### src/rtl/trigger_delay_pkg.sv
`default_nettype none
// +-----------------------------------------------------------------------+
// | trigger_delay_pkg                                                      |
// | Shared defaults, channel mode encoding and slicing helpers.            |
// | Rev 1.0                                                                |
// +-----------------------------------------------------------------------+
package trigger_delay_pkg;

  localparam int CHANNELS_DEF = 4;
  localparam int WIDTH_DEF    = 16;
  localparam int QDEPTH_DEF   = 8;

  // Delay 0 is a combinational bypass and delay 1 is served by the output
  // register directly, because a push cannot also be popped in its own cycle.
  typedef enum logic [1:0] {
    MODE_BYPASS = 2'd0,
    MODE_DIRECT = 2'd1,
    MODE_QUEUE  = 2'd2
  } chan_mode_e;

  function automatic int occ_width(input int qdepth);
    return $clog2(qdepth) + 1;
  endfunction

  function automatic int slice_lo(input int ch, input int w);
    return ch * w;
  endfunction

endpackage
`default_nettype wire

### src/rtl/trigger_delay_chan.sv
`default_nettype none
// +-----------------------------------------------------------------------+
// | trigger_delay_chan                                                     |
// | One trigger channel: edge detect, delay latch, timestamp queue.        |
// | Rev 1.0                                                                |
// +-----------------------------------------------------------------------+
module trigger_delay_chan
  import trigger_delay_pkg::*;
#(
  parameter  int WIDTH  = WIDTH_DEF,
  parameter  int QDEPTH = QDEPTH_DEF,
  localparam int PW     = occ_width(QDEPTH)
) (
  input  logic             clk,
  input  logic             rst_n,
  input  logic [WIDTH-1:0] now_i,
  input  logic [WIDTH-1:0] delay_i,
  input  logic             d_i,
  input  logic             flush_i,
  output logic             q_o,
  output logic [PW-1:0]    pending_o,
  output logic             overflow_o
);

  localparam int          AW       = $clog2(QDEPTH);
  localparam logic [PW-1:0] FULL_CNT = PW'(QDEPTH);

  logic             prev_q;
  logic [WIDTH-1:0] dly_act_q;
  logic [WIDTH-1:0] tgt_q [QDEPTH];
  logic [AW-1:0]    rd_ptr_q, rd_ptr_d;
  logic [AW-1:0]    wr_ptr_q, wr_ptr_d;
  logic [PW-1:0]    cnt_q, cnt_d;
  logic             q_q, q_d;
  logic             ovf_q, ovf_d;

  logic             empty, full;
  logic [WIDTH-1:0] dly_eff;
  chan_mode_e       mode;
  logic             trig_edge, pop, push, drop, direct;

  // The delay follows the input only while nothing is queued, so queued
  // targets stay in firing order.
  always_comb begin
    empty   = (cnt_q == '0);
    full    = (cnt_q == FULL_CNT);
    dly_eff = empty ? delay_i : dly_act_q;
    if (dly_eff == '0) begin
      mode = MODE_BYPASS;
    end else if (dly_eff == WIDTH'(1)) begin
      mode = MODE_DIRECT;
    end else begin
      mode = MODE_QUEUE;
    end
  end

  always_comb begin
    trig_edge = rst_n & d_i & ~prev_q;
    pop       = ~empty & (tgt_q[rd_ptr_q] == (now_i + WIDTH'(1)));
    push      = trig_edge & ~flush_i & (mode == MODE_QUEUE) & (~full | pop);
    drop      = trig_edge & ~flush_i & (mode == MODE_QUEUE) & full & ~pop;
    direct    = trig_edge & ~flush_i & (mode == MODE_DIRECT);
  end

  always_comb begin
    rd_ptr_d = rd_ptr_q;
    wr_ptr_d = wr_ptr_q;
    cnt_d    = cnt_q;
    q_d      = 1'b0;
    ovf_d    = ovf_q;
    if (flush_i) begin
      rd_ptr_d = '0;
      wr_ptr_d = '0;
      cnt_d    = '0;
      ovf_d    = 1'b0;
    end else begin
      q_d = pop | direct;
      if (push) begin
        wr_ptr_d = wr_ptr_q + AW'(1);
      end
      if (pop) begin
        rd_ptr_d = rd_ptr_q + AW'(1);
      end
      cnt_d = cnt_q + PW'(push) - PW'(pop);
      if (drop) begin
        ovf_d = 1'b1;
      end
    end
  end

  always_ff @(posedge clk) begin
    if (!rst_n) begin
      prev_q    <= 1'b1;
      dly_act_q <= delay_i;
      rd_ptr_q  <= '0;
      wr_ptr_q  <= '0;
      cnt_q     <= '0;
      q_q       <= 1'b0;
      ovf_q     <= 1'b0;
    end else begin
      prev_q    <= d_i;
      dly_act_q <= dly_eff;
      rd_ptr_q  <= rd_ptr_d;
      wr_ptr_q  <= wr_ptr_d;
      cnt_q     <= cnt_d;
      q_q       <= q_d;
      ovf_q     <= ovf_d;
    end
  end

  // Slot contents need no reset; occupancy alone decides what is valid.
  always_ff @(posedge clk) begin
    if (push) begin
      tgt_q[wr_ptr_q] <= now_i + dly_eff;
    end
  end

  assign q_o        = (trig_edge & (mode == MODE_BYPASS)) | q_q;
  assign pending_o  = cnt_q;
  assign overflow_o = ovf_q;

endmodule
`default_nettype wire

### src/rtl/trigger_delay_mc.sv
`default_nettype none
// +-----------------------------------------------------------------------+
// | trigger_delay_mc                                                       |
// | Multi-channel trigger delay with a shared free-running timestamp.      |
// | Rev 1.0                                                                |
// +-----------------------------------------------------------------------+
module trigger_delay_mc
  import trigger_delay_pkg::*;
#(
  parameter  int CHANNELS = CHANNELS_DEF,
  parameter  int WIDTH    = WIDTH_DEF,
  parameter  int QDEPTH   = QDEPTH_DEF,
  localparam int PW       = occ_width(QDEPTH)
) (
  input  logic                      clk,
  input  logic                      rst_n,
  input  logic [CHANNELS*WIDTH-1:0] delay,
  input  logic [CHANNELS-1:0]       d,
  input  logic                      flush,
  output logic [CHANNELS-1:0]       q,
  output logic [CHANNELS*PW-1:0]    pending,
  output logic [CHANNELS-1:0]       overflow
);

  logic [WIDTH-1:0] now_q;

  always_ff @(posedge clk) begin
    if (!rst_n) begin
      now_q <= '0;
    end else begin
      now_q <= now_q + WIDTH'(1);
    end
  end

  generate
    for (genvar i = 0; i < CHANNELS; i++) begin : g_chan
      trigger_delay_chan #(
        .WIDTH  (WIDTH),
        .QDEPTH (QDEPTH)
      ) u_chan (
        .clk        (clk),
        .rst_n      (rst_n),
        .now_i      (now_q),
        .delay_i    (delay[slice_lo(i, WIDTH) +: WIDTH]),
        .d_i        (d[i]),
        .flush_i    (flush),
        .q_o        (q[i]),
        .pending_o  (pending[slice_lo(i, PW) +: PW]),
        .overflow_o (overflow[i])
      );
    end
  endgenerate

endmodule
`default_nettype wire

### config.mk
export PLATFORM = sky130hd
export DESIGN_NAME = trigger_delay_mc
export DESIGN_NICKNAME = d
export VERILOG_FILES = /design/src/rtl/trigger_delay_pkg.sv /design/src/rtl/trigger_delay_chan.sv /design/src/rtl/trigger_delay_mc.sv
export SDC_FILE = /design/constraint.sdc
export NUM_CORES = 1
export LEC_CHECK = 0
export CORE_UTILIZATION = 46
export CTS_BUF_LIST = sky130_fd_sc_hd__clkbuf_16
export DETAILED_ROUTE_END_ITERATION = 12
export GPL_ROUTABILITY_DRIVEN = 0
export GPL_TIMING_DRIVEN = 0
export MAX_ROUTING_LAYER = met4
export PLACE_DENSITY = 0.77
export SLEW_MARGIN = 25
export SYNTH_ARGS = -nofsm -noshare
export SYNTH_HDL_FRONTEND = slang
export SYNTH_SLANG_ARGS = --single-unit
### constraint.sdc
create_clock -name clk -period 4.4 [get_ports clk]
set_clock_uncertainty 0.05 [all_clocks]
set_input_delay 0.44 -clock clk [delete_from_list [all_inputs] [get_ports clk]]
set_output_delay 0.44 -clock clk [all_outputs]
set_load 0.01 [all_outputs]
==> flow_metrics.py <==
metrics = {
    "outcome": {
        "outcome": "finished clean",
    },
    "synthesis": {
        "netlist_instances": 1929,
        "total_standard_cell_area_after_synthesis_um2": 29800,
        "synth-warning-count": 0,
        "ys_seq_area_frac": 0.612,
        "yosys_register_bits": 656,
        "netlist_top_cells_area": "edfxtp_1 52%, dfxtp_1 9.7%, mux4_2 9.2%",
        "syn_nets": 2101,
        "fraction_of_registers_with_async_set_or_reset_after_synthesis": 0,
        "synth-edff-count": 512,
        "synthesis.area_per_instance_um2": 15.5,
        "synth_flop_cell": "edfxtp_1",
        "synth_cell_type_count": 77,
        "most_area_hungry_cell_type_in_the_yosys_netlist": "edfxtp_1",
        "synth_largest_type_area_fraction": 0.516,
    },
    "setup_path": {
        "critical_path_required_ns": 4.59,
        "cp.arrival_ns": 4.48,
        "start_kind": "flop",
        "criticalPathCategory": "reg -> reg",
        "cp_max_fanout": 16,
        "critical_path.endpoint_type": "flop",
    },
    "sta": {
        "final_hold_viols": 0,
        "layout_min_cycle_time_ns": 4.29,
        "timing.slew.headroom": 0.236,
        "final-setup-viol-count": 0,
        "worst_pin_slew_ns": 1.14,
        "fmax_ghz": 0.233,
        "slew_viol_final": 0,
        "layout_worst_path_cycle_share": 0.976,
        "totalNegativeSetupSlack_ns": 0,
    },
    "die": {
        "die-width_um": 257,
        "start_util": 0.469,
        "ios": 95,
        "core_area_um2": 63500,
        "row_count": 92,
        "dieHeight_um": 257,
        "die-area_um2": 65800,
    },
    "pwr": {
        "report.power.total_mw": 13.4,
        "power.density_cell_area_nw_per_um2": 377,
        "total_leakage_power_nw": 12.1,
        "peakVddDrop_mv": 0.272,
    },
    "cts": {
        "clk-insertion-delay-late_ns": 0.61,
        "clk_root_buffer_cell": "clkbuf_16",
        "cts_inserted_buffers": 67,
        "tritoncts": "done",
        "htree_levels": 3,
        "max-clock-path-buffers": 3,
        "clk_pin_slew_worst_paths_ns": 0.06,
        "clkSinkCount": 656,
    },
    "detailed_routing": {
        "routedWlPerCell_um": 25.2,
        "drt.antenna.violating_nets": 0,
        "drt_first_iter_violations": 1629,
        "router_iterations_before_antenna_repair": 5,
        "detail_route.wirelength_um": 76700,
        "detailroute.via_count": 18104,
        "viasPerCell": 5.95,
        "route.detailed.drc": 0,
    },
    "final_layout": {
        "drive_above_1_share": 0.260,
        "most-common-layout-cells": "512 x edfxtp_1, 131 x dfxtp_1, 122 x mux4_2",
        "finish.net_count": 2316,
        "layout-area-overhead-vs-synth_pct": 18.9,
        "final_area_um2": 35500,
        "insertedDiodeCount": 0,
        "mostFrequentLayoutCell": "edfxtp_1",
    },
    "placement": {
        "place_hpwl_um": 52600,
        "placedInstanceArea_um2": 32300,
        "port_buffers": 94,
    },
    "run": {
        "cap_viol_max_count": 0,
    },
    "grt": {
        "vias_in_the_first_global_route": 18653,
        "grt_start_max_net_pins": 17,
        "first_pass_grt_wire_length_um": 115000,
        "overall_global_routing_resource_usage": 0.239,
        "grt-ovfl-total": 0,
        "antenna_found_initial": 0,
    },
    "worst_hold_path": {
        "timing.hold.worst.class": "in -> reg",
    },
}
-- cells in the mapped netlist, types with 16 or more instances --
library cell  instances
nand3_1              21
a21oi_1              61
a21o_1               20
mux2_2              110
mux2i_1              89
xor2_1               38
inv_1                80
buf_4                19
clkbuf_1             25
nor2b_1              25
nor2_1               97
and3_1               16
nand4_1              18
xnor2_1              84
nor4_1               34
ha_1                 93
mux4_2              122
o21ai_0              25
nor3_1               26
nand2_1              44
edfxtp_1            512
buf_2                20
and2_1               20
dfxtp_1             144
-- stage by stage --
stage | util | std cells | setup slack, ns | hold slack, ns
floorplan | - | 1929 | 0.115 | 0.388
global placement | 0.501 | 2869 | -2.15 | 0.412
detailed placement | 0.508 | 2893 | -1.36 | 0.421
CTS | 0.552 | 3029 | 0.00136 | 0.349
global route | 0.558 | 3042 | -0.0312 | 0.359
finish | 0.558 | 3042 | 0.106 | 0.360
-- per-layer routing --
layer  track usage  vias up  part of all wire
met5             -        -                 0
met4         0.104        0             0.043
met3        0.0413      192             0.077
met2         0.381      785              0.48
met1         0.301     9226              0.40
li1              -     7901                 -
-- where the power goes --
group / internal (mW) / switching, mW / leakage (nW)
combinational: 0.253 / 0.399 / 5.18
clock: 3.46 / 2.42 / 1.14
sequential: 6.80 / 0.0438 / 5.79
-- critical path, cell delays in order (launching register included) --
cell and delay [ns]:
dfxtp_4 0.46, buf_4 0.26, nand3_4 0.14, buf_12 0.18, nor4_4 0.33, xor2_4 0.44, xnor2_1 0.15, or4_1 0.62
o31ai_4 0.28, and2_1 0.20, buf_4 0.17, and4bb_2 0.64
-- what timing repair did --
action                                  4_1_cts  5_1_grt
pin swaps                                    11        8
gates resized for setup                      96       56
hold buffers                                  0        0
endpoints found under the hold margin         0        0
endpoints found under the setup margin      832      547
buffers inserted                             18       13
-- flip-flops by register name (all words and copies together), names as in the netlist, 12 cells and up, named ones only --
| name | flops |
|---|---|
| g_chan.u_chan.pending_o | 16 |
| g_chan.u_chan.wr_ptr_q | 12 |
| g_chan.u_chan.rd_ptr_q | 12 |
| g_chan.u_chan.dly_act_q | 64 |
| now_q | 16 |
| g_chan.u_chan.tgt_q | 512 |
-- cells by family (layout without fill, tap and decap cells) --
| family | after synthesis | in the layout | synth area share |
|---|---|---|---|
| muxes | 321 | 321 | 0.164 |
| xor gates and xnor gates | 131 | 131 | 0.0423 |
| DFF | 656 | 656 | 0.612 |
| AOI/OAI and AO/OA | 190 | 190 | 0.0421 |
| and+or+nand+nor | 371 | 371 | 0.0708 |
| buffers and inverters | 159 | 426 | 0.0243 |
| adders and majority gates | 101 | 101 | 0.0444 |
-- final timing paths --
check,start,endpoint,slack [ns],depth (start not counted)
min reg2reg,g_chan[0].u_chan.overflow_o,g_chan[0].u_chan.overflow_o,0.43,2
max,now_q[0],g_chan[2].u_chan.tgt_q[1][11],0.11,11
max reg2reg,now_q[0],g_chan[2].u_chan.tgt_q[1][11],0.11,11
min,d[0],g_chan[0].u_chan.prev_q,0.36,2
-- cell type report --
type | instances | area (um2)
Buffer | 76 | 474
Clock buffer | 71 | 1780
Clock inverter | 50 | 480
Fill cell | 4848 | 28100
Inverter | 80 | 300
Multi-Input combinational cell | 1114 | 11600
Sequential cell | 656 | 18300
Tap cell | 846 | 1060
Timing Repair Buffer | 149 | 1490
No activity file was read; power rests on OpenSTA's default activity.
